File: config.mk
export PLATFORM = sky130hd
export DESIGN_NAME = bus_arbiter_flat
export DESIGN_NICKNAME = d
export VERILOG_FILES = /design/src/rtl/bus_pkg.sv /design/src/rtl/bus_arbiter_if.sv /design/src/rtl/bus_arbiter_rr_picker.sv /design/src/rtl/bus_arbiter.sv /design/src/flat_wrapper.sv
export SDC_FILE = /design/constraint.sdc
export NUM_CORES = 1
export LEC_CHECK = 0
export ABC_AREA = 0
export CAP_MARGIN = 30
export CELL_PAD_IN_SITES_DETAIL_PLACEMENT = 0
export CELL_PAD_IN_SITES_GLOBAL_PLACEMENT = 1
export CORE_MARGIN = 3
export CORE_UTILIZATION = 25
export DETAILED_ROUTE_END_ITERATION = 8
export PLACE_DENSITY = 0.71
export SLEW_MARGIN = 40
export SYNTH_ARGS = -nofsm -noshare
export SYNTH_HDL_FRONTEND = slang
export SYNTH_SLANG_ARGS = --single-unit
File: constraint.sdc
create_clock -name clock -period 1.9 [get_ports clock]
set_input_delay 0.57 -clock clock [delete_from_list [all_inputs] [get_ports clock]]
set_output_delay 0.57 -clock clock [all_outputs]
set_load 0.02 [all_outputs]
File: src/rtl/bus_pkg.sv
// Shared widths and FSM encoding for the memory bus arbiter.
package bus_pkg;

  localparam int ADDR_W  = 12;
  localparam int DATA_W  = 8;
  localparam int CNT_W   = 3;  // holds MEM_LATENCY up to 7
  localparam int MAX_REQ = 4;

  typedef enum logic [1:0] {
    IDLE   = 2'd0,
    ACCESS = 2'd1,
    DONE   = 2'd2
  } state_e;

endpackage

File: src/rtl/bus_arbiter_if.sv
// Requester-side and memory-side signals of the shared bus.
// The slave modport is the arbiter; the master modport is its environment.
interface bus_arbiter_if
  import bus_pkg::*;
#(
  parameter int NUM_REQ = 2
) ();

  logic [NUM_REQ-1:0]        req;
  logic [NUM_REQ-1:0]        lock;
  logic [NUM_REQ*ADDR_W-1:0] reqAddr;
  logic [NUM_REQ-1:0]        reqWrite;
  logic [NUM_REQ*DATA_W-1:0] reqWdata;
  logic [NUM_REQ-1:0]        gnt;
  logic [NUM_REQ-1:0]        ack;
  logic [DATA_W-1:0]         rdata;
  logic                      busy;
  logic [ADDR_W-1:0]         memAddr;
  logic                      memWrite;
  logic [DATA_W-1:0]         memWdata;
  logic [DATA_W-1:0]         memRdata;

  modport slave (
    input  req, lock, reqAddr, reqWrite, reqWdata, memRdata,
    output gnt, ack, rdata, busy, memAddr, memWrite, memWdata
  );

  modport master (
    output req, lock, reqAddr, reqWrite, reqWdata, memRdata,
    input  gnt, ack, rdata, busy, memAddr, memWrite, memWdata
  );

endinterface

File: src/rtl/bus_arbiter_rr_picker.sv
// Combinational round-robin picker: first request above lastGrant, wrapping to
// the lowest-numbered request when nothing above it is pending.
module rr_picker #(
  parameter int NUM_REQ = 2,
  parameter int IDX_W   = $clog2(NUM_REQ)
) (
  input  logic [NUM_REQ-1:0] req_i,
  input  logic [IDX_W-1:0]   last_grant_i,
  output logic [NUM_REQ-1:0] pick_o,
  output logic               valid_o
);

  logic [NUM_REQ-1:0] upper;
  logic               found;

  // NOTE: every variable assigned in always_comb gets a default first, so no
  // path can leave it unassigned and infer a latch.
  always_comb begin
    upper  = '0;
    pick_o = '0;
    found  = 1'b0;
    for (int k = 0; k < NUM_REQ; k++) begin
      upper[k] = req_i[k] && (k > int'(last_grant_i));
    end
    for (int k = 0; k < NUM_REQ; k++) begin
      if (!found && upper[k]) begin
        pick_o[k] = 1'b1;
        found     = 1'b1;
      end
    end
    for (int k = 0; k < NUM_REQ; k++) begin
      if (!found && req_i[k]) begin
        pick_o[k] = 1'b1;
        found     = 1'b1;
      end
    end
  end

  assign valid_o = |req_i;

endmodule

File: src/rtl/bus_arbiter.sv
// Round-robin arbiter sharing one 12-bit address / 8-bit data memory bus
// between NUM_REQ masters, one transaction per grant with optional lock.
module bus_arbiter
  import bus_pkg::*;
#(
  parameter int NUM_REQ     = 2,
  parameter int MEM_LATENCY = 1
) (
  input logic          clock,
  input logic          resetN,
  bus_arbiter_if.slave bus
);

  localparam int IDX_W = $clog2(NUM_REQ);

  if (NUM_REQ < 2 || NUM_REQ > MAX_REQ) begin : g_bad_num_req
    $error("bus_arbiter: NUM_REQ must be 2..4");
  end
  if (MEM_LATENCY < 1 || MEM_LATENCY > 7) begin : g_bad_latency
    $error("bus_arbiter: MEM_LATENCY must be 1..7");
  end

  state_e              state_q;
  logic [CNT_W-1:0]    cnt_q;
  logic [IDX_W-1:0]    last_q;
  logic [IDX_W-1:0]    owner_q;
  logic [NUM_REQ-1:0]  gnt_q;
  logic [NUM_REQ-1:0]  ack_q;
  logic [DATA_W-1:0]   rdata_q;
  logic [ADDR_W-1:0]   mem_addr_q;
  logic                mem_write_q;
  logic [DATA_W-1:0]   mem_wdata_q;

  logic [NUM_REQ-1:0]  pick;
  logic                pick_valid;
  logic [IDX_W-1:0]    pick_idx;

  logic [ADDR_W-1:0]   addr_a  [NUM_REQ];
  logic [DATA_W-1:0]   wdata_a [NUM_REQ];

  logic                lock_hold;
  logic                start_d;
  logic [IDX_W-1:0]    lat_idx_d;
  logic [NUM_REQ-1:0]  lat_gnt_d;

  for (genvar g = 0; g < NUM_REQ; g++) begin : g_slice
    assign addr_a[g]  = bus.reqAddr[g*ADDR_W +: ADDR_W];
    assign wdata_a[g] = bus.reqWdata[g*DATA_W +: DATA_W];
  end

  rr_picker #(
    .NUM_REQ (NUM_REQ),
    .IDX_W   (IDX_W)
  ) u_picker (
    .req_i        (bus.req),
    .last_grant_i (last_q),
    .pick_o       (pick),
    .valid_o      (pick_valid)
  );

  always_comb begin
    pick_idx = '0;
    for (int k = 0; k < NUM_REQ; k++) begin
      if (pick[k]) pick_idx = IDX_W'(k);
    end
  end

  // A lock only counts for the current owner, and only while it still requests.
  assign lock_hold = bus.lock[owner_q] && bus.req[owner_q];

  always_comb begin
    start_d   = 1'b0;
    lat_idx_d = pick_idx;
    lat_gnt_d = pick;
    if (state_q == IDLE) begin
      start_d = pick_valid;
    end else if (state_q == DONE) begin
      start_d   = lock_hold;
      lat_idx_d = owner_q;
      lat_gnt_d = gnt_q;
    end
  end

  // NOTE: sequential state uses non-blocking assignments only, so every
  // register samples the pre-edge values regardless of statement order.
  always_ff @(posedge clock) begin
    if (!resetN) begin
      state_q     <= IDLE;
      cnt_q       <= '0;
      last_q      <= IDX_W'(NUM_REQ - 1);
      owner_q     <= '0;
      gnt_q       <= '0;
      ack_q       <= '0;
      rdata_q     <= '0;
      mem_addr_q  <= '0;
      mem_write_q <= 1'b0;
      mem_wdata_q <= '0;
    end else begin
      ack_q <= '0;
      case (state_q)
        IDLE: ;
        ACCESS: begin
          if (cnt_q == CNT_W'(1)) begin
            if (!mem_write_q) rdata_q <= bus.memRdata;
            ack_q       <= gnt_q;
            mem_write_q <= 1'b0;
            state_q     <= DONE;
          end else begin
            cnt_q <= cnt_q - CNT_W'(1);
          end
        end
        DONE: begin
          last_q <= owner_q;
          if (!start_d) begin
            gnt_q   <= '0;
            state_q <= IDLE;
          end
        end
        default: begin
          gnt_q       <= '0;
          mem_write_q <= 1'b0;
          state_q     <= IDLE;
        end
      endcase

      // New grant from IDLE, or a locked owner re-latching from DONE.
      if (start_d) begin
        owner_q     <= lat_idx_d;
        gnt_q       <= lat_gnt_d;
        mem_addr_q  <= addr_a[lat_idx_d];
        mem_write_q <= bus.reqWrite[lat_idx_d];
        mem_wdata_q <= wdata_a[lat_idx_d];
        cnt_q       <= CNT_W'(MEM_LATENCY);
        state_q     <= ACCESS;
      end
    end
  end

  assign bus.gnt      = gnt_q;
  assign bus.ack      = ack_q;
  assign bus.rdata    = rdata_q;
  assign bus.busy     = (state_q != IDLE);
  assign bus.memAddr  = mem_addr_q;
  assign bus.memWrite = mem_write_q;
  assign bus.memWdata = mem_wdata_q;

  a_gnt_onehot : assert property (@(posedge clock) disable iff (!resetN)
    $onehot0(gnt_q));
  a_ack_owner : assert property (@(posedge clock) disable iff (!resetN)
    (ack_q & ~gnt_q) == '0);
  a_write_in_access : assert property (@(posedge clock) disable iff (!resetN)
    mem_write_q |-> state_q == ACCESS);

endmodule

File: src/flat_wrapper.sv
// flat-port wrapper written by rule: the top's interface ports become plain ports
module bus_arbiter_flat import bus_pkg::*;
#(
  parameter int NUM_REQ     = 2,
  parameter int MEM_LATENCY = 1
)
  (clock, resetN, bus_req, bus_lock, bus_reqAddr, bus_reqWrite, bus_reqWdata, bus_memRdata, bus_gnt, bus_ack, bus_rdata, bus_busy, bus_memAddr, bus_memWrite, bus_memWdata);
  bus_arbiter_if #(.NUM_REQ(NUM_REQ)) bus_i ();
  input logic clock;
  input logic resetN;
  input wire logic [$bits(bus_i.req)-1:0] bus_req;
  input wire logic [$bits(bus_i.lock)-1:0] bus_lock;
  input wire logic [$bits(bus_i.reqAddr)-1:0] bus_reqAddr;
  input wire logic [$bits(bus_i.reqWrite)-1:0] bus_reqWrite;
  input wire logic [$bits(bus_i.reqWdata)-1:0] bus_reqWdata;
  input wire logic [$bits(bus_i.memRdata)-1:0] bus_memRdata;
  output wire logic [$bits(bus_i.gnt)-1:0] bus_gnt;
  output wire logic [$bits(bus_i.ack)-1:0] bus_ack;
  output wire logic [$bits(bus_i.rdata)-1:0] bus_rdata;
  output wire logic [$bits(bus_i.busy)-1:0] bus_busy;
  output wire logic [$bits(bus_i.memAddr)-1:0] bus_memAddr;
  output wire logic [$bits(bus_i.memWrite)-1:0] bus_memWrite;
  output wire logic [$bits(bus_i.memWdata)-1:0] bus_memWdata;
  assign bus_i.req = bus_req;
  assign bus_i.lock = bus_lock;
  assign bus_i.reqAddr = bus_reqAddr;
  assign bus_i.reqWrite = bus_reqWrite;
  assign bus_i.reqWdata = bus_reqWdata;
  assign bus_i.memRdata = bus_memRdata;
  assign bus_gnt = bus_i.gnt;
  assign bus_ack = bus_i.ack;
  assign bus_rdata = bus_i.rdata;
  assign bus_busy = bus_i.busy;
  assign bus_memAddr = bus_i.memAddr;
  assign bus_memWrite = bus_i.memWrite;
  assign bus_memWdata = bus_i.memWdata;
  bus_arbiter #(.NUM_REQ(NUM_REQ), .MEM_LATENCY(MEM_LATENCY)) u_core (.clock(clock), .resetN(resetN), .bus(bus_i));
endmodule
## After elaboration in Yosys (flattened, before gate mapping)

Cells that the tools add are included.

| operators by class | value |
|---|---|
| add/sub/neg operators | 1 |
| $lt $le $gt $ge | 4 |
| equal/unequal tests | 10 |
| muxes and demuxes | 34 |
| bitwise operators | 5 |
| reductions and logical operators | 21 |

Operators by type and width:

| kind | count |
|---|---|
| 2-to-1 mux 12 bit | 3 |
| 2-to-1 mux 8 bit | 3 |
| 2-to-1 mux 1 bit | 21 |
| AND reduction 2 bit | 6 |
| 2-to-1 mux 2 bit | 5 |
| inequality test 2 x 1 -> 1 bit (second input constant) | 5 |
| OR reduction 2 bit | 4 |
| AND reduction 3 bit | 2 |
| logical AND 1 bit | 4 |
| < comparator 1 x 2 -> 1 bit (second input constant) | 2 |
| NOT 1 bit | 4 |
| case mux 2 bit (2 select lines) | 1 |
| nonzero test 2 bit | 2 |
| == test 3 x 1 -> 1 bit (second input constant) | 1 |
| inequality test 3 x 1 -> 1 bit (second input constant) | 1 |
| inequality test 3 bit (second input constant) | 1 |
| subtractor 3 x 1 -> 3 bit (second input constant) | 1 |
| == test 2 x 1 -> 1 bit (second input constant) | 1 |
| == test 2 bit (second input constant) | 1 |
| >= comparator 2 bit (second input constant) | 1 |
| zero test 1 bit | 2 |
| zero test 2 bit | 1 |
| NOT 1 -> 2 bit | 1 |
| case mux 1 bit (2 select lines) | 1 |
| > comparator 1 bit (first input constant) | 1 |

| word-level totals | value |
|---|---|
| flip-flop bits (word level) | 40 |
| output and inout port bits | 34 |
| word-level logic and storage cells | 87 |

## Longest topological paths before layout

Gate-level depths: netlist (run 1).

| logic depth | value |
|---|---|
| depth in word-level cells | 16 |
| gate-level depth with buffers | 7 |
| gate-level depth less buffers | 6 |

## Hierarchy

A second synthesis (run 1) with hierarchy kept.

| unflattened totals | value |
|---|---|
| cells, all modules | 181 |
| area total of the unflattened synthesis | 1960.6 µm² |

Modules (own cells, without submodules):

| module | instances | cells each | area each (µm²) |
|---|---|---|---|
| bus_arbiter | 1 | 177 | 1935.6 |
| rr_picker | 1 | 4 | 25.0 |

## Worst setup path after synthesis (run 1)

Ideal clock, no wire load.

| timing path | value |
|---|---|
| kind | in2reg |
| from | in bus_req[1] |
| to | reg u_core.mem_addr_q[4] (netlist: u_core.bus.memAddr[4]) |
| setup time | 0.146 ns |
| arrival time | 1.491 ns |
| data required time | 1.754 ns |
| setup slack | 0.263 ns |
| stages | 5 |
| buffers on the path | 1 |
| cells stage by stage | a21bo_2 o22ai_4 buf_8 mux2i_1 a211oi_2 |

| between the ends | value |
|---|---|
| cells in the longest elaborated chain, start to end | 15 |
| elaborated cells on any way between the ends | 21 |
| classes of those cells | mux: 13; bitwise: 1; reduce/logical: 7 |

Ends and longest elaborated chain:

| what | RTL line | RTL |
|---|---|---|
| start: declaration | flat_wrapper.sv:11 | `input wire logic [$bits(bus_i.req)-1:0] bus_req;` |
| logical AND 1 bit | bus_arbiter_rr_picker.sv:23 | `upper[k] = req_i[k] && (k > int'(last_grant_i));` |
| 2-to-1 mux 1 bit | bus_arbiter_rr_picker.sv:26 | `if (!found && upper[k]) begin` |
| zero test 1 bit | bus_arbiter_rr_picker.sv:32 | `if (!found && req_i[k]) begin` |
| logical AND 1 bit | bus_arbiter_rr_picker.sv:32 |  |
| 2-to-1 mux 1 bit | bus_arbiter_rr_picker.sv:32 |  |
| zero test 1 bit | bus_arbiter_rr_picker.sv:32 |  |
| logical AND 1 bit | bus_arbiter_rr_picker.sv:32 |  |
| 2-to-1 mux 1 bit | bus_arbiter_rr_picker.sv:32 |  |
| 2-to-1 mux 1 bit | bus_arbiter.sv:64 | `if (pick[k]) pick_idx = IDX_W'(k);` |
| 2-to-1 mux 1 bit | bus_arbiter.sv:77 | `end else if (state_q == DONE) begin` |
| 2-to-1 mux 1 bit | bus_arbiter.sv:75 | `if (state_q == IDLE) begin` |
| NOT 1 -> 2 bit (implied by the code) | bus_arbiter.sv:130 | `mem_addr_q <= addr_a[lat_idx_d];` |
| 2-to-1 mux 12 bit (implied by the code) (3 in series) | bus_arbiter.sv:130 |  |
| end signal: assignment | bus_arbiter.sv:130 |  |
| end: declaration | bus_arbiter.sv:30 | `logic [ADDR_W-1:0] mem_addr_q;` |

Parallel ways exist; a longest one is shown, timed or not. The select of a mux whose other input is x is not followed.
A chain may end at the register's enable or synchronous reset.

## Worst setup path in the final report (run 1)

| timing path | value |
|---|---|
| from | reg u_core.gnt_q[1] (netlist: u_core.bus.gnt[1]) |
| to | out bus_gnt[1] |

RTL lines:

| what | RTL line | RTL |
|---|---|---|
| start: declaration | bus_arbiter.sv:27 | `logic [NUM_REQ-1:0] gnt_q;` |
| start signal: assignment | bus_arbiter.sv:129 | `gnt_q <= lat_gnt_d;` |
| end: declaration | flat_wrapper.sv:17 | `output wire logic [$bits(bus_i.gnt)-1:0] bus_gnt;` |

No word-level cell between the ends.

==> run_results.csv, run 1 <==
group,metric,value,unit
clocking,cts-buffers-inserted,5,
drt,route.antenna.remaining_nets,0,
drt,routedWlPerCell,13.76,um
power_and_ir_drop,power.share.switching,30.36,%
global_route,maximum_number_of_pins_on_one_net_before_global_route_repair,23,
power_and_ir_drop,power.total,2553,uW
placement,gpl.final_weighted_congestion,0.7174,
critical_path,cp-end-kind,"output port",
synth,ys_types,36,
placement,dpl-instance-area,2980,um2
power_and_ir_drop,power.clock.fraction,27.4,%
critical_path,critical_path.top_delay_family,"buffers and inverters",
sta,report.final.slew_viol_count,0,
sta,grt_setup_unrepaired,"false",
sta,post-route-worst-setup-slack,0.06203,ns
power_and_ir_drop,share_of_power_burned_in_registers,38.6,%
sta,timing.setup.tns,0,ns
cells_and_area,flow.area_growth_from_synthesis,63.55,%
clocking,cts-root-to-sink-buffers,2,
global_route,grt_pass1_vias,1788,
status,status,"complete, no violations",
cells_and_area,postLayoutCoreUtil,42.74,%
clocking,cts.root.buffer_cell,"sky130_fd_sc_hd__clkbuf_8",
power_and_ir_drop,cellPowerDensity,814.8,nW/um2
drt,total_drc_errors_in_the_routed_layout,0,
floorplanning,die-area,8749,um2
min_path,worstHoldPathType,"reg2reg",
sta,timing.clock.skew,0.003914,ns
sta,tightestPinTransition,0.3217,ns
synth,synth_nets,243,
cells_and_area,final_design_area_no_fill,3133,um2
critical_path,reg2reg_from,"u_core.state_q[0]",
critical_path,critical-path-slowest-cell,"sky130_fd_sc_hd__clkdlybuf4s50_1",
cells_and_area,drive_above_1_share,17.61,%
cells_and_area,ff_latch_area,800.8,um2
cells_and_area,multiInputGateArea,1001,um2
floorplanning,ioPinCount,90,
critical_path,rr_worst_depth,7,
sta,max_slew_margin,78.00,%
critical_path,kind_of_critical_path,"reg2out",
placement,buffer_ports.inserted,89,
drt,postRouteWirelength,5.271,mm
clocking,clock-sinks,40,
placement,hpwl,3.760,mm
power_and_ir_drop,power.leakage,0.001173,uW
synth,synthesis.area_per_instance,10.35,um2
min_path,worst_hold_startpoint,"u_core.bus.gnt[0]",
sta,finalHoldViolations,0,
cells_and_area,antenna_cells_inserted,0,
job,max_cap_viol_count,0,
critical_path,setup.reg_to_reg.worst_slack,0.22,ns
global_route,grt.overflow.total,0,
power_and_ir_drop,peakVddDrop,0.3658,mV
cells_and_area,fill_count,732,
min_path,hold_depth,2,
sta,clock_period_minus_worst_slack,1.838,ns
cells_and_area,finish.net_count,341,
sta,finalSetupViolCount,0,
sta,layout_worst_path_cycle_share,96.74,%
clocking,clock_latency,0.29,ns
critical_path,worst_ep_required_time,1.33,ns
floorplanning,die_width,93.54,um
synth,synth-warning-count,0,
power_and_ir_drop,comb_power_share,34.0,%
drt,detailedRoute.firstIterationViolations,26,
synth,synth.ff_latch_count,40,
min_path,hold_path_end,"u_core.bus.gnt[0]",
clocking,tritoncts,"yes",
global_route,groute.usage.overall,12.40,%
critical_path,timing.critical_path.cells,"clkdlybuf4s50_1",
placement,place_worst_setup_slack,-0.3683,ns
synth,synthesis.instances,185,
global_route,grt_first_pass_wirelength,8.673,mm
clocking,ctsHtreeMaxLevel,2,
drt,detailroute.via_count,1702,
floorplanning,die_h,93.54,um
power_and_ir_drop,power_report.internal_total,1778,uW
power_and_ir_drop,switching_power,775.1,uW
clocking,clk_pin_slew,0.08,ns
global_route,grt_antenna_before_repair,0,
drt,detail_route.first_pass.iterations,4,
floorplanning,core_region_area,7331,um2
floorplanning,floorplan.initialDensity,26.13,%
synth,synth.yosys.seq_area_share,41.80,%
critical_path,crit_arrival,1.27,ns
drt,routed_via_density,4.444,
floorplanning,num_rows,31,
critical_path,worst_setup_path_start_kind,"register",
critical_path,cpPeakStageDelay,0.61,ns
sta,maximum_frequency_from_static_timing_analysis,0.5441,GHz
critical_path,critPathBufInv,1,
critical_path,capture_instance_of_the_worst_register_to_register_path,"u_core.bus.memWdata[7]",
synth,post_synth_instance_area,1916,um2
critical_path,worst-path-max-fanout,3,
## repair_timing
action | CTS | global route
hold endpoints to repair | 0 | 0
gates resized for setup | 5 | 1
hold buffers | 0 | 0
endpoints found under the setup margin | 21 | 1
setup buffers | 1 | 0
cloned | 1 | 0
## layout by cell type (no fill, tap or decap), types with 2 or more instances in the layout
master / netlist / layout
sky130_fd_sc_hd__a21oi_1: 22 / 21
sky130_fd_sc_hd__clkdlybuf4s50_1: 0 / 84
sky130_fd_sc_hd__nand2_1: 6 / 6
sky130_fd_sc_hd__dlygate4sd2_1: 0 / 4
sky130_fd_sc_hd__ha_1: 2 / 2
sky130_fd_sc_hd__o21a_1: 2 / 2
sky130_fd_sc_hd__inv_1: 5 / 5
sky130_fd_sc_hd__buf_4: 2 / 14
sky130_fd_sc_hd__dfxtp_1: 40 / 40
sky130_fd_sc_hd__nor3_1: 2 / 2
sky130_fd_sc_hd__nor2_1: 13 / 13
sky130_fd_sc_hd__mux2i_1: 29 / 29
sky130_fd_sc_hd__buf_12: 0 / 3
sky130_fd_sc_hd__xnor2_1: 2 / 2
sky130_fd_sc_hd__and2_1: 3 / 3
sky130_fd_sc_hd__o21ai_0: 3 / 3
sky130_fd_sc_hd__nand2b_1: 2 / 2
sky130_fd_sc_hd__a211oi_2: 19 / 19
sky130_fd_sc_hd__a211oi_1: 2 / 2
sky130_fd_sc_hd__clkbuf_8: 0 / 5
## worst max-delay path by stage
stage	startpoint	endpoint	slack, ns	depth (start not counted)
detailed placement	bus_req[1]	u_core.bus.memWdata[1]	-0.37	6
finish	u_core.bus.gnt[1]	bus_gnt[1]	0.06	1
global route	u_core.bus.memWdata[0]	bus_memWdata[0]	0.007	1
global placement	bus_req[1]	u_core.bus.memWdata[2]	-0.36	6
floorplan	bus_req[1]	u_core.bus.memAddr[4]	0.26	5
CTS	u_core.bus.gnt[1]	bus_gnt[1]	0.04	1
## state kept, by name, indices dropped and copies added, names as in the netlist
| name | flops |
|---|---|
| u_core.last_q | 1 |
| u_core.bus.ack | 2 |
| u_core.owner_q | 1 |
| u_core.bus.rdata | 8 |
| u_core.bus.memWrite | 1 |
| u_core.state_q | 2 |
| u_core.cnt_q | 3 |
| u_core.bus.memWdata | 8 |
| u_core.bus.memAddr | 12 |
| u_core.bus.gnt | 2 |
## through the flow
stage	std cells	hold slack, ns
floorplan	185	0.4788
global placement	373	0.4727
detailed placement	373	0.4800
CTS	383	0.5007
global route	383	0.5093
finish	383	0.4920
## layout make-up
cell class | instances | share of cell area [%]
repair buffers | 107 | 34.50
multi-input cells | 124 | 31.95
flip-flops and latches | 40 | 25.56
well taps | 99 | 3.954
clock buffers | 6 | 2.316
clock inverters | 2 | 1.118
inverters | 5 | 0.5990
## synth_stat cells
| master | instances | share of area (%) |
|---|---|---|
| sky130_fd_sc_hd__o211a_1 | 1 | 0.52 |
| sky130_fd_sc_hd__a22oi_1 | 1 | 0.39 |
| sky130_fd_sc_hd__buf_4 | 2 | 0.78 |
| sky130_fd_sc_hd__o22ai_4 | 1 | 1.0 |
| sky130_fd_sc_hd__o32ai_1 | 1 | 0.46 |
| sky130_fd_sc_hd__ha_1 | 2 | 1.3 |
| sky130_fd_sc_hd__buf_8 | 2 | 1.6 |
| sky130_fd_sc_hd__dfxtp_1 | 40 | 42 |
| sky130_fd_sc_hd__or2_2 | 1 | 0.33 |
| sky130_fd_sc_hd__nor3b_1 | 2 | 0.78 |
| sky130_fd_sc_hd__o221ai_1 | 1 | 0.46 |
| sky130_fd_sc_hd__nor2b_1 | 1 | 0.33 |
| sky130_fd_sc_hd__a2bb2oi_1 | 1 | 0.46 |
| sky130_fd_sc_hd__o21ai_0 | 3 | 0.78 |
| sky130_fd_sc_hd__buf_6 | 2 | 1.2 |
| sky130_fd_sc_hd__and2_1 | 3 | 0.98 |
| sky130_fd_sc_hd__nor2_1 | 13 | 2.5 |
| sky130_fd_sc_hd__a211oi_2 | 19 | 12 |
| sky130_fd_sc_hd__a2111oi_0 | 1 | 0.46 |
| sky130_fd_sc_hd__a21bo_2 | 1 | 0.52 |
| sky130_fd_sc_hd__a211oi_1 | 2 | 0.78 |
| sky130_fd_sc_hd__nand2_1 | 6 | 1.2 |
| sky130_fd_sc_hd__a21oi_1 | 22 | 5.7 |
| sky130_fd_sc_hd__mux2i_1 | 29 | 15 |
| sky130_fd_sc_hd__nand3_1 | 1 | 0.26 |
| sky130_fd_sc_hd__nand2b_1 | 2 | 0.65 |
| sky130_fd_sc_hd__xnor2_1 | 2 | 0.91 |
| sky130_fd_sc_hd__o21a_1 | 2 | 0.78 |
| sky130_fd_sc_hd__clkbuf_1 | 6 | 1.2 |
| sky130_fd_sc_hd__buf_2 | 4 | 1.0 |
| sky130_fd_sc_hd__nand3b_1 | 1 | 0.39 |
| sky130_fd_sc_hd__and2b_1 | 1 | 0.39 |
| sky130_fd_sc_hd__a2111o_1 | 1 | 0.59 |
| sky130_fd_sc_hd__nor3_1 | 2 | 0.52 |
| sky130_fd_sc_hd__inv_1 | 5 | 0.98 |
| sky130_fd_sc_hd__a31oi_1 | 1 | 0.33 |
## power groups by stage
stage               combinational, uW  clock [uW]  sequential (uW)
finish                            867         700              986
floorplan                         389           0             1090
CTS                               881         728              986
global route                      943         765              999
detailed placement                864           0             1000
global placement                  863           0             1000
## logic make-up after synthesis
logic type                 share of synthesized area [%]
AOI/OAI and AO/OA                                  25.74
xor gates and xnor gates                          0.9146
adders and majority gates                          1.306
buffers and inverters                              6.727
DFF                                                41.80
muxes                                              15.15
and+or+nand+nor                                    8.361
## routing by layer
metal,GRT usage [%],part of all wire (%)
met5,0,0
met3,4.747,9.2
met2,19.71,44
met4,2.768,0.36
met1,15.93,47
Power figures use the tool's default switching activity.
==> run 2: changes to the inputs <==
--- a/config.mk
+++ b/config.mk
@@ -7,12 +7,10 @@
 export LEC_CHECK = 0
 export ABC_AREA = 0
 export CAP_MARGIN = 30
-export CELL_PAD_IN_SITES_DETAIL_PLACEMENT = 0
-export CELL_PAD_IN_SITES_GLOBAL_PLACEMENT = 1
 export CORE_MARGIN = 3
 export CORE_UTILIZATION = 25
 export DETAILED_ROUTE_END_ITERATION = 8
-export PLACE_DENSITY = 0.71
+export PLACE_DENSITY = 0.56
 export SLEW_MARGIN = 40
 export SYNTH_ARGS = -nofsm -noshare
 export SYNTH_HDL_FRONTEND = slang
==> run 2 against run 1 <==
  * Critical path depth unchanged
  * Total power is 3.7% lower
  * Die area is the same
  * Sequential share of layout area decreased by 0.28 points
  * Critical path type unchanged
  * Highest routed layer unchanged
==> run_results.csv, run 2 (synthesis gave the netlist of run 1 again) <==
group,metric,value,unit
status,status,"complete, no violations",
sta,finalSetupViolCount,0,
sta,max_slew_margin,79.37,%
critical_path,capture_instance_of_the_worst_register_to_register_path,"u_core.bus.memWrite",
global_route,grt_pass1_vias,1600,
critical_path,worst-path-max-fanout,2,
cells_and_area,finish.net_count,340,
floorplanning,floorplan.initialDensity,26.13,%
job,max_cap_viol_count,0,
clocking,clock_latency,0.29,ns
global_route,grt_first_pass_wirelength,8.086,mm
critical_path,instance_count_on_the_critical_path,1,
clocking,cts_hold_repair.buffers,0,
critical_path,cpPeakStageDelay,0.63,ns
clocking,cts-buffers-inserted,5,
power_and_ir_drop,power.total,2459,uW
cells_and_area,drive_above_1_share,19.43,%
cells_and_area,final_common_cell,"sky130_fd_sc_hd__clkdlybuf4s50_1",
min_path,hold_depth,2,
critical_path,worst_setup_path_start_kind,"register",
cells_and_area,largest_register_ffs,12,
cells_and_area,final_design_area_no_fill,3168,um2
cells_and_area,postLayoutCoreUtil,43.22,%
floorplanning,core_region_area,7331,um2
power_and_ir_drop,power.leakage,0.001183,uW
critical_path,worst_ep_required_time,1.33,ns
placement,hpwl,3.701,mm
floorplanning,num_rows,31,
critical_path,setup.reg_to_reg.worst_slack,0.19,ns
drt,detailedRoute.firstIterationViolations,28,
sta,layout_worst_path_cycle_share,97.33,%
floorplanning,die_h,93.54,um
floorplanning,die_width,93.54,um
critical_path,reg2reg_from,"u_core.state_q[0]",
drt,routed_via_density,4.474,
clocking,tritoncts,"yes",
sta,maximum_frequency_from_static_timing_analysis,0.5407,GHz
power_and_ir_drop,cellPowerDensity,776.3,nW/um2
floorplanning,ioPinCount,90,
sta,holdWs,0.4984,ns
cells_and_area,layout.cells.most_common_list,"84 x sky130_fd_sc_hd__clkdlybuf4s50_1, 40 x sky130_fd_sc_hd__dfxtp_1, 25 x sky130_fd_sc_hd__mux2i_1",
global_route,grt_antenna_before_repair,0,
sta,clock_period_minus_worst_slack,1.849,ns
critical_path,critical_path.top_delay_family,"buffers and inverters",
cells_and_area,flow.area_growth_from_synthesis,65.38,%
drt,routedWlPerCell,13.75,um
global_route,grt.overflow.total,0,
clocking,cts.root.buffer_cell,"sky130_fd_sc_hd__clkbuf_8",
floorplanning,die-area,8749,um2
drt,total_drc_errors_in_the_routed_layout,0,
critical_path,timing.critical_path.cells,"clkdlybuf4s50_1",
critical_path,critical-path-slowest-cell,"sky130_fd_sc_hd__clkdlybuf4s50_1",
clocking,post-cts-setup-buffer-count,0,
clocking,cts-root-to-sink-buffers,2,
sta,report.final.slew_viol_count,0,
min_path,worst_hold_startpoint,"u_core.bus.gnt[0]",
global_route,maximum_number_of_pins_on_one_net_before_global_route_repair,23,
critical_path,crit_arrival,1.28,ns
placement,buffer_ports.inserted,89,
min_path,worstHoldPathType,"reg2reg",
critical_path,rr_worst_depth,6,
drt,postRouteWirelength,5.254,mm
sta,finalHoldViolations,0,
power_and_ir_drop,peakVddDrop,0.3641,mV
min_path,hold_path_end,"u_core.bus.gnt[0]",
clocking,ctsHtreeMaxLevel,2,
clocking,clk_pin_slew,0.08,ns
drt,detailroute.via_count,1709,
placement,gpl.final_weighted_congestion,0.7409,
critical_path,cp-end-kind,"output port",
sta,grt_setup_unrepaired,"false",
sta,timing.clock.skew,0.01037,ns
drt,detail_route.first_pass.iterations,4,
clocking,clock-sinks,40,
cells_and_area,antenna_cells_inserted,0,
global_route,groute.usage.overall,11.67,%
critical_path,critPathBufInv,1,
placement,dpl-instance-area,2993,um2
critical_path,kind_of_critical_path,"reg2out",
sta,tightestPinTransition,0.3088,ns
sta,timing.setup.tns,0,ns
drt,route.antenna.remaining_nets,0,
[run 2: final cells by class]
type	count	area (um2)
clock buffer	7	86.33
tap	99	123.9
sequential	40	800.8
fill	706	4163
clock inverter	1	7.507
inverter	5	18.77
multi-input combinational	124	1041
timing repair buffer	106	1090
[run 2: worst max path at each step]
stage	from	endpoint	slack (ns)
finish	u_core.bus.memWdata[2]	bus_memWdata[2]	0.05
global route	u_core.bus.memWdata[2]	bus_memWdata[2]	0.008
CTS	bus_req[1]	u_core.bus.memWdata[7]	-0.002
detailed placement	bus_req[1]	u_core.bus.memWrite	-0.31
global placement	bus_req[1]	u_core.bus.memWrite	-0.32
floorplan	bus_req[1]	u_core.bus.memAddr[4]	0.26
[run 2: report_power, final]
part           internal [uW]  switching, uW  total (uW)
Clock                    295            298         594
Combinational            460            420         880
Sequential               931           54.3         986
[run 2: per-stage QoR]
step,std cells,setup WS [ns]
global placement,373,-0.3152
finish,382,0.05067
global route,382,0.008319
floorplan,185,0.2627
detailed placement,373,-0.3106
CTS,381,-0.001620
[run 2: repair_timing]
item                                   4_1_cts  5_1_grt
pin swaps                                    0        1
setup endpoints to repair                    3       24
resized for setup                            2       15
endpoints found under the hold margin        0        0
cloned                                       0        1
[run 2: tightest hold or removal path: cells and delay by family (launching register included)]
family	cells	cell delay (ns)
simple gates	1	0.05
compound gates	1	0.07
flops	1	0.33
[run 2: routing by layer]
metal / up-vias / share of wire [%] / track usage (%)
met1: 778 / 49 / 16.38
met5: - / 0 / 0
met2: 63 / 41 / 16.50
met3: 6 / 9.3 / 4.827
met4: 0 / 0.84 / 2.888
li1: 862 / - / -
==> run 3: changes to the inputs <==
--- a/config.mk
+++ b/config.mk
@@ -11,7 +11,9 @@
 export CORE_UTILIZATION = 25
 export DETAILED_ROUTE_END_ITERATION = 8
 export PLACE_DENSITY = 0.56
+export SKIP_CTS_REPAIR_TIMING = 1
 export SLEW_MARGIN = 40
 export SYNTH_ARGS = -nofsm -noshare
 export SYNTH_HDL_FRONTEND = slang
 export SYNTH_SLANG_ARGS = --single-unit
+export TNS_END_PERCENT = 5
==> constraint.sdc (replaced) <==
create_clock -name clock -period 2.1 [get_ports clock]
set_input_delay 0.63 -clock clock [delete_from_list [all_inputs] [get_ports clock]]
set_output_delay 0.63 -clock clock [all_outputs]
set_load 0.02 [all_outputs]
==> run 3 against run 2 <==
  * Final cell count shrank 0.79%
  * Sequential cell count is the same
  * Via count grew 0.35%
  * First-iteration DRC count grew 14%
  * Global-route usage grew 0.69 points
  * Sequential share of layout area grew 0.86 points
  * Largest power group unchanged
  * Highest routed layer unchanged
==> run_results.csv, run 3 (synthesis gave the netlist of run 1 again) <==
group,metric,value,unit
job,max_cap_viol_count,0,
sta,timing.clock.skew,0.004027,ns
drt,routedWlPerCell,13.84,um
global_route,grt_antenna_before_repair,0,
cells_and_area,largest_register_ffs,12,
drt,detailedRoute.firstIterationViolations,32,
global_route,maximum_number_of_pins_on_one_net_before_global_route_repair,23,
cells_and_area,antenna_cells_inserted,0,
power_and_ir_drop,cellPowerDensity,716.4,nW/um2
min_path,hold_depth,2,
drt,route.antenna.remaining_nets,0,
clocking,cts-buffers-inserted,5,
cells_and_area,postLayoutCoreUtil,41.80,%
sta,layout_worst_path_cycle_share,92.78,%
critical_path,worst_ep_required_time,1.47,ns
clocking,clock-sinks,40,
drt,postRouteWirelength,5.244,mm
sta,max_slew_margin,75.00,%
floorplanning,die_width,93.54,um
floorplanning,floorplan.initialDensity,26.13,%
clocking,clk_pin_slew,0.08,ns
power_and_ir_drop,peakVddDrop,0.2565,mV
sta,grt_setup_unrepaired,"false",
critical_path,critPathBufInv,1,
cells_and_area,drive_above_1_share,16.43,%
power_and_ir_drop,power.leakage,0.001132,uW
drt,routed_via_density,4.525,
sta,clock_period_minus_worst_slack,1.948,ns
critical_path,critical_path.top_delay_family,"buffers and inverters",
global_route,groute.usage.overall,12.37,%
placement,buffer_ports.inserted,89,
cells_and_area,flow.area_growth_from_synthesis,59.96,%
cells_and_area,final_cell_count_no_fill,379,
global_route,grt_first_pass_wirelength,8.597,mm
critical_path,timing.critical_path.cells,"clkdlybuf4s50_1",
critical_path,worst_setup_path_start_kind,"register",
floorplanning,num_rows,31,
status,status,"complete, no violations",
clocking,clock_latency,0.29,ns
cells_and_area,layout.cells.most_common_list,"87 x sky130_fd_sc_hd__clkdlybuf4s50_1, 40 x sky130_fd_sc_hd__dfxtp_1, 28 x sky130_fd_sc_hd__mux2i_1",
cells_and_area,final_common_cell,"sky130_fd_sc_hd__clkdlybuf4s50_1",
critical_path,crit_arrival,1.32,ns
cells_and_area,fill_count,737,
critical_path,kind_of_critical_path,"reg2out",
cells_and_area,finish.net_count,337,
placement,hpwl,3.678,mm
floorplanning,die_h,93.54,um
floorplanning,ioPinCount,90,
sta,finalSetupViolCount,0,
clocking,ctsHtreeMaxLevel,2,
clocking,cts.root.buffer_cell,"sky130_fd_sc_hd__clkbuf_8",
min_path,worstHoldPathType,"reg2reg",
sta,report.final.slew_viol_count,0,
critical_path,critical-path-slowest-cell,"sky130_fd_sc_hd__clkdlybuf4s50_1",
clocking,cts-root-to-sink-buffers,2,
global_route,grt_pass1_vias,1792,
critical_path,worst-path-max-fanout,3,
placement,place_inst,371,
critical_path,cpPeakStageDelay,0.64,ns
placement,gpl.final_weighted_congestion,0.7110,
global_route,grt.overflow.total,0,
sta,finalHoldViolations,0,
sta,maximum_frequency_from_static_timing_analysis,0.5132,GHz
sta,tightestPinTransition,0.3751,ns
drt,detail_route.first_pass.iterations,4,
clocking,tritoncts,"yes",
critical_path,rr_worst_depth,6,
critical_path,cp-end-kind,"output port",
drt,detailroute.via_count,1715,
sta,holdWs,0.4803,ns
floorplanning,core_region_area,7331,um2
sta,timing.setup.tns,0,ns
drt,total_drc_errors_in_the_routed_layout,0,
critical_path,instance_count_on_the_critical_path,1,
floorplanning,die-area,8749,um2
run 3: worst min-delay path, stage by stage, from the launching register on:
cell and delay (ns):
sky130_fd_sc_hd__dfxtp_1 0.32, sky130_fd_sc_hd__nand2_1 0.05, sky130_fd_sc_hd__o21ai_0 0.06
run 3: per-layer routing:
layer	part of all wire, %	vias up	track usage [%]
li1	-	860	-
met1	46	777	16.07
met2	43	72	19.06
met5	0	-	0
met3	9.2	6	4.425
met4	1.0	0	3.971
run 3: power by group:
group,switching (uW),internal [uW]
logic,367,398
clock network,269,268
registers,50.0,843
total,686,1510
run 3: path summary, 6_finish.rpt:
kind                                          start                      to  slack, ns
worst max-delay path            u_core.bus.memWrite            bus_memWrite       0.15
worst min-delay path              u_core.bus.gnt[0]       u_core.bus.gnt[0]       0.48
worst max register to register    u_core.state_q[0]  u_core.bus.memAddr[11]       0.43
worst min register to register    u_core.bus.gnt[0]       u_core.bus.gnt[0]       0.48
run 3: layout make-up:
type	count	area, um2	share of cell area, %
Timing Repair Buffer	103	1026	33.48
Inverter	5	18.77	0.6125
Clock buffer	8	90.09	2.940
Multi-Input combinational cell	124	1005	32.79
Sequential cell	40	800.8	26.13
Tap cell	99	123.9	4.042
run 3: metrics by stage:
step                      instance area, um2  power [uW]  worst slack (ns)
after floorplan                         1916        1339            0.4027
after global placement                  2965        1680           -0.2226
after detailed placement                2965        1684           -0.2420
after CTS                               3055        2235           0.02857
after global routing                    3064        2330           0.02248
final                                   3064        2195            0.1516
